File: config.mk
export PLATFORM = sky130hd
export DESIGN_NAME = fetch_stage
export DESIGN_NICKNAME = d
export VERILOG_FILES = /design/src/rtl/fetch_stage.sv
export SDC_FILE = /design/constraint.sdc
export NUM_CORES = 1
export LEC_CHECK = 0
export CAP_MARGIN = 40
export CORE_MARGIN = 5
export CORE_UTILIZATION = 48
export DETAILED_ROUTE_END_ITERATION = 10
export MAX_ROUTING_LAYER = met4
export PLACE_DENSITY = 0.8
export SYNTH_ARGS = -nofsm -noshare
export SYNTH_HDL_FRONTEND = slang
export SYNTH_SLANG_ARGS = --single-unit
File: constraint.sdc
create_clock -name clk -period 2.3 [get_ports clk]
set_clock_uncertainty 0.15 [all_clocks]
set_input_delay 0.46 -clock clk [delete_from_list [all_inputs] [get_ports clk]]
set_output_delay 0.46 -clock clk [all_outputs]
set_load 0.005 [all_outputs]
File: src/rtl/fetch_stage.sv
// Instruction-fetch stage with IF/ID pipeline register for the 16-bit processor.
// Issues one imem request at a time, buffers a returned word while decode stalls,
// and stops fetching once a HALT (opcode 00000) has been captured into IF/ID.
module fetch_stage #(
    parameter logic [15:0] RESET_PC  = 16'h0000,
    parameter logic [15:0] NOP_INSTR = 16'h0800
) (
    input  logic        clk,
    input  logic        rst,
    input  logic        stall,
    input  logic        flush,
    input  logic [15:0] redirect_pc,
    output logic        imem_req,
    output logic [15:0] imem_addr,
    input  logic [15:0] imem_rdata,
    input  logic        imem_done,
    output logic [15:0] instr_id,
    output logic [15:0] pc_inc_id,
    output logic        valid_id,
    output logic [4:0]  opcode_id,
    output logic        halted
);

    localparam logic [1:0] ST_ISSUE = 2'd0;
    localparam logic [1:0] ST_WAIT  = 2'd1;
    localparam logic [1:0] ST_HOLD  = 2'd2;
    localparam logic [1:0] ST_HALT  = 2'd3;

    logic [1:0]  state_q, state_d;
    logic [15:0] pc_q, pc_d;
    logic [15:0] hold_q, hold_d;
    logic        drop_q, drop_d;
    logic [15:0] instr_id_q, instr_id_d;
    logic [15:0] pc_inc_id_q, pc_inc_id_d;
    logic        valid_id_q, valid_id_d;

    logic [15:0] pc_plus2;
    logic        deliver;
    logic [15:0] deliver_word;

    assign pc_plus2 = pc_q + 16'd2;

    // Fetch control: PC, state, hold buffer and drop flag for a squashed in-flight request.
    always_comb begin
        state_d      = state_q;
        pc_d         = pc_q;
        hold_d       = hold_q;
        drop_d       = drop_q;
        deliver      = 1'b0;
        deliver_word = hold_q;

        case (state_q)
            ST_ISSUE: begin
                if (flush) begin
                    pc_d = redirect_pc;
                end else begin
                    state_d = ST_WAIT;
                end
            end
            ST_WAIT: begin
                if (imem_done) begin
                    drop_d  = 1'b0;
                    state_d = ST_ISSUE;
                    if (flush) begin
                        pc_d = redirect_pc;
                    end else if (drop_q) begin
                        // Response belongs to a request squashed earlier; discard it.
                    end else if (!stall) begin
                        deliver      = 1'b1;
                        deliver_word = imem_rdata;
                    end else begin
                        hold_d  = imem_rdata;
                        state_d = ST_HOLD;
                    end
                end else if (flush) begin
                    // Request still outstanding: remember to drop its response.
                    pc_d   = redirect_pc;
                    drop_d = 1'b1;
                end
            end
            ST_HOLD: begin
                if (flush) begin
                    pc_d    = redirect_pc;
                    state_d = ST_ISSUE;
                end else if (!stall) begin
                    deliver      = 1'b1;
                    deliver_word = hold_q;
                end
            end
            ST_HALT: begin
                if (flush) begin
                    pc_d    = redirect_pc;
                    state_d = ST_ISSUE;
                end
            end
            default: state_d = ST_ISSUE;
        endcase

        // A word moving into IF/ID advances the PC and may stop fetch.
        if (deliver) begin
            pc_d    = pc_plus2;
            state_d = (deliver_word[15:11] == 5'd0) ? ST_HALT : ST_ISSUE;
        end
    end

    // IF/ID register update: flush beats stall, stall holds, otherwise new word or bubble.
    always_comb begin
        instr_id_d  = instr_id_q;
        pc_inc_id_d = pc_inc_id_q;
        valid_id_d  = valid_id_q;
        if (flush) begin
            instr_id_d = NOP_INSTR;
            valid_id_d = 1'b0;
        end else if (stall) begin
            instr_id_d  = instr_id_q;
        end else if (deliver) begin
            instr_id_d  = deliver_word;
            pc_inc_id_d = pc_plus2;
            valid_id_d  = 1'b1;
        end else begin
            instr_id_d = NOP_INSTR;
            valid_id_d = 1'b0;
        end
    end

    // State registers with asynchronous active-low reset.
    always_ff @(posedge clk or negedge rst) begin
        if (!rst) begin
            state_q     <= ST_ISSUE;
            pc_q        <= RESET_PC;
            hold_q      <= 16'h0000;
            drop_q      <= 1'b0;
            instr_id_q  <= NOP_INSTR;
            pc_inc_id_q <= 16'h0000;
            valid_id_q  <= 1'b0;
        end else begin
            state_q     <= state_d;
            pc_q        <= pc_d;
            hold_q      <= hold_d;
            drop_q      <= drop_d;
            instr_id_q  <= instr_id_d;
            pc_inc_id_q <= pc_inc_id_d;
            valid_id_q  <= valid_id_d;
        end
    end

    // Request is gated by rst so nothing leaves the stage while reset is held.
    always_comb begin
        imem_req  = rst && (state_q == ST_ISSUE) && !flush;
        imem_addr = pc_q;
        instr_id  = instr_id_q;
        pc_inc_id = pc_inc_id_q;
        valid_id  = valid_id_q;
        opcode_id = instr_id_q[15:11];
        halted    = (state_q == ST_HALT);
    end

endmodule

Word level (Yosys, flattened, before mapping)
Index checks and enable logic that the tools add are counted.
- bitwise logic cells: 3
- reductions and logical operators: 12
- eq/ne operators: 8
- muxes and demuxes: 31
- $add $sub $neg: 1
- operators with widths (cell ; count):
    16-bit two-way mux ; 11
    16-bit by 2-bit adder with 16-bit output, second input constant ; 1
    2-bit two-way mux ; 8
    1-bit two-way mux ; 10
    3-bit by 1-bit inequality test with 1-bit output, second input constant ; 2
    3-bit inequality test, second input constant ; 2
    2-bit case mux with 3 select lines ; 1
    3-bit AND reduction ; 2
    5-bit logical NOT ; 1
    5-bit AND reduction ; 1
    2-bit == test, second input constant ; 2
    4-bit OR reduction ; 1
    1-bit inverter ; 3
    2-bit by 1-bit == test with 1-bit output, second input constant ; 1
    1-bit logical AND ; 2
    2-bit logical NOT ; 1
    2-bit by 1-bit inequality test with 1-bit output, second input constant ; 1
    1-bit case mux with 2 select lines ; 1
    2-bit AND reduction ; 1
    2-bit nonzero test ; 1
    2-bit OR reduction ; 1
    1-bit logical NOT ; 1
- register bits after elaboration: 68
- input port bits: 37
- logic and storage cells: 62

Depth between registers and ports, before layout
- depth after elaboration: 8
- depth in mapped cells: 8
- mapped depth without buffers: 6

Worst setup path before layout
Ideal clock, no wire load.
- path type: register -> register
- from: register state_q[0]
- to: register pc_q[8] (netlist: imem_addr[8])
- period minus slack after synthesis: 2.065 ns
- stages on the path, launching flop included: 7
- path slack: 0.235 ns
- library setup time: 0.126 ns
- buffers on the path: 0
- arrival: 1.789 ns
- path through: dfrtp_1 > inv_1 > ha_1 > nor3b_2 > o21a_2 > mux2_2 > a221o_1
- cells in the longest elaborated chain, start to end: 3
- elaborated cells between the ends (all ways): 8
- ends and longest elaborated chain (item ; line ; source):
    from (decl) ; 29 ; logic [1:0] state_q, state_d;
    from (signal assigned) ; 137 ; state_q <= state_d;
    2-bit == test (tied with other cells) ; 52 ; case (state_q)
    1-bit case mux with 2 select lines or 4-bit OR reduction (tied branches) ; - ;
    3-bit by 1-bit inequality test with 1-bit output (no line) or 16-bit two-way mux (tied branches) ; - ;
    to (signal assigned) ; 138 ; pc_q <= pc_d;
    to (decl) ; 30 ; logic [15:0] pc_q, pc_d;
Parallel ways exist; a longest one is shown, timed or not.
A chain may end at the register's enable or synchronous reset.

Worst setup path after layout
- from: register state_q[1]
- to: output halted
- cells in the longest elaborated chain, start to end: 1
- ends and longest elaborated chain (item ; line ; source):
    2-bit == test ; 155 ; halted = (state_q == ST_HALT);
    to (decl) ; 21 ; output logic halted
No other way between the ends.

==> results by group <==
Run status
  – Status: complete, no violations

Logic synthesis
  – Cell variety after synth: 48
  – Synth top area cells: dfrtp_1 50%, mux2i_1 6.5%, nand2_1 4.7%
  – Post-Synthesis Cell Area: 3370 um2
  – Top_reg_cell synth: dfrtp_1
  – Yosys reg bits: 68
  – Ys Warns: 0
  – Syn_nets: 347
  – Top cell type's share of synthesized area: approximately half
  – Synthesized instance count: between 300 and 400
  – FFs w/ async S/R, synth: 100%
  – Mean Syn Cell Area: 11.0 um2
  – Top cell type by total area after synthesis: dfrtp_1
  – Seq/Total Area, Yosys: about 51%
  – Synth cell count leaders: 67 x dfrtp_1, 42 x nand2_1, 22 x mux2i_1
  – EDFF count, synth: 0
  – Top-count cell post-synth: dfrtp_1

Layout
  – Reg area: 1700 um2
  – Inserted Diodes: 0
  – Multi-input combinational cell area: 1520 um2
  – Fillers: slightly above 500
  – Area delta synth->final: 40.7%
  – Ratio of cells with drive above 1 in the final layout: 15.3%
  – Final net count: between 400 and 500
  – Design area: 4740 um2
  – Finished Layout Cells: a little over 500

Placement
  – Placed instance area: 4480 um2
  – Pre-CTS setup slack: -0.0958 ns
  – DP HPWL: between 6 and 7 mm
  – IO Port Bufs: slightly above 90
  – Placer Congestion: 0.925
  – Cells after DPL: slightly below 500

Drt
  – Routed WL: 8.66 mm
  – Routed length per instance: 16.9 um
  – Detailed router's first-iteration violation count: 150
  – Number of antenna-violating nets in the routed design: 0
  – Via/cell ratio: 5.41
  – Via count: 2777
  – Drt drc: 0
  – Initial DRT Pass Iterations: 4

Power
  – Leakage power: around 2.1 nW
  – Power Density: 930 nW/um2
  – Maximum VDD drop: 0.000507 V

Clocking
  – Clk_lat worst skew: around 0.34 ns
  – Total clock sinks: 68
  – CTS buffer count: 9
  – Clk slew on worst S/H paths: 0.07 ns
  – Clk buf depth: 2
  – CTS tree: done
  – H-tree Lvls: 3
  – Clk root buf: clkbuf_8

STA
  – Setup TNS: 0 ns
  – Setup repair after global routing missed its margin: no
  – Worst slew pin tran: 0.472 ns
  – Normalized max-slew margin: 68.3%
  – Peak Freq: 453 MHz
  – Final Max Tran Viols: 0
  – Post-route clock period utilization: 96.0%
  – Min Tclk post-route: 2.21 ns
  – Hold Fails Final Rpt: 0
  – Final worst slack: 0.0926 ns
  – Final setup violation count: 0

Critical path
  – Critical path type: flop to primary output
  – Cells on worst reg2reg path: 7
  – Crit path required time: roughly 1.7 ns
  – Crit start category: flop
  – Crit path DAT: 1.60 ns
  – Critical path capture point type: primary output
  – Worst Path Max Fanout: 3

Floorplan
  – Placeable core area: 6830 um2
  – Initial Utilization: 49.3%
  – Chip Height: 93.8 um
  – Die W: 93.8 um
  – Row Count: 30
  – Die area: 8800 um2
  – IO Count: 93

Hold path
  – HP Class: flop to flop
  – Hold Path Depth: 2

Global route
  – Initial antenna violation count: 0
  – All-Layer GR Usage: a little over a fifth
  – Largest net degree at the start of global routing: 68
  – First-pass GRT wire length: approximately 14 mm
  – Number of global-route vias before repair: 2922
  – Grt ovf: 0

Job
  – Maximum Capacitance Violations: 0
-- cell families after synthesis --
family | share of synthesized area [%]
simple gates | 15.2
flops | 50.5
compound gates | 12.1
mux | 12.6
buf+inv | 4.94
xor+xnor | 2.86
fa+ha+maj | 1.86
-- worst max-delay path: stages, from the launching register on --
cell and delay [ns]:
dfrtp_1 0.39, buf_4 0.15, ha_1 0.20, clkdlybuf4s50_1 0.52
-- layout by cell type, fill, tap and decap left out, types with 2 or more instances in the layout --
cell / instances
clkdlybuf4s50_1: 89
dfrtp_1: 67
nand2_1: 42
buf_4: 23
mux2i_1: 22
o21ai_1: 16
mux2_2: 12
o21ai_0: 11
clkbuf_8: 10
a221o_1: 9
nand3_1: 7
o211ai_1: 6
nor3b_1: 6
mux2_1: 6
xnor2_1: 6
and3_1: 5
nand4_1: 5
o311ai_1: 5
xor2_1: 5
and2_1: 4
nor2_1: 4
nor4_1: 4
ha_1: 4
inv_2: 3
or4_1: 3
nor2b_1: 3
a21oi_1: 3
and4_1: 2
or3_1: 2
o31ai_1: 2
a31oi_1: 2
a21o_1: 2
bufinv_16: 2
clkbuf_1: 2
buf_12: 2
-- state kept, by name, summed over array words and instances, names as in the netlist --
signal / count
hold_q: 16
imem_addr: 16
instr_id: 16
pc_inc_id: 16
state_q: 2
drop_q: 1
valid_id: 1
-- layer usage --
metal / wire length [um] / track usage (%) / share of wire [%]
met1: 3650 / 26.9 / 42
met3: 413 / 4.33 / 4.8
met2: 4450 / 35.0 / 51
met4: 144 / 6.38 / 1.7
met5: 0 / - / 0
-- layout make-up --
class / count / area share (%)
Timing Repair Buffer: 119 / 24.6
Multi-Input combinational cell: 211 / 32.1
Clock buffer: 12 / 3.06
Clock inverter: 4 / 1.53
Sequential cell: 68 / 35.9
Tap cell: 96 / 2.53
Inverter: 3 / 0.238
-- metrics by stage --
stage	hold WS, ns	utilization (%)	power (W)
5_1_grt	0.364	69.4	0.00467
3_3_place_gp	0.309	65.2	0.00319
4_1_cts	0.335	69.3	0.00442
2_1_floorplan	0.0144	-	0.00250
6_report	0.329	69.4	0.00441
3_5_place_dp	0.237	65.6	0.00327
-- worst paths after layout --
kind                               from      endpoint  slack, ns
max reg2reg                  state_q[0]  imem_addr[4]       0.12
min in group asynchronous           rst  pc_inc_id[2]       0.43
max in group asynchronous           rst  instr_id[11]       1.01
min                        pc_inc_id[9]  pc_inc_id[9]       0.33
max                          state_q[1]        halted       0.09
min reg2reg                pc_inc_id[9]  pc_inc_id[9]       0.33
-- repair_timing --
item | 4_1_cts | 5_1_grt
buffers inserted | 2 | 0
hold endpoints to repair | 1 | 0
setup endpoints to repair | 1 | 1
pin swaps | 1 | 0
cloned | 0 | 0
hold buffers | 1 | 0
gates resized for setup | 3 | 3
-- report_power, final --
group / total, W / leakage (nW) / switching [W] / internal, W
Sequential: 0.00179 / 0.867 / 0.000247 / 0.00154
Clock: 0.00110 / 0.107 / 0.000456 / 0.000640
Combinational: 0.00152 / 1.13 / 0.000626 / 0.000897
Total: 0.00441 / 2.11 / 0.00133 / 0.00308
Note: power is estimated with default switching activity, not from simulation.
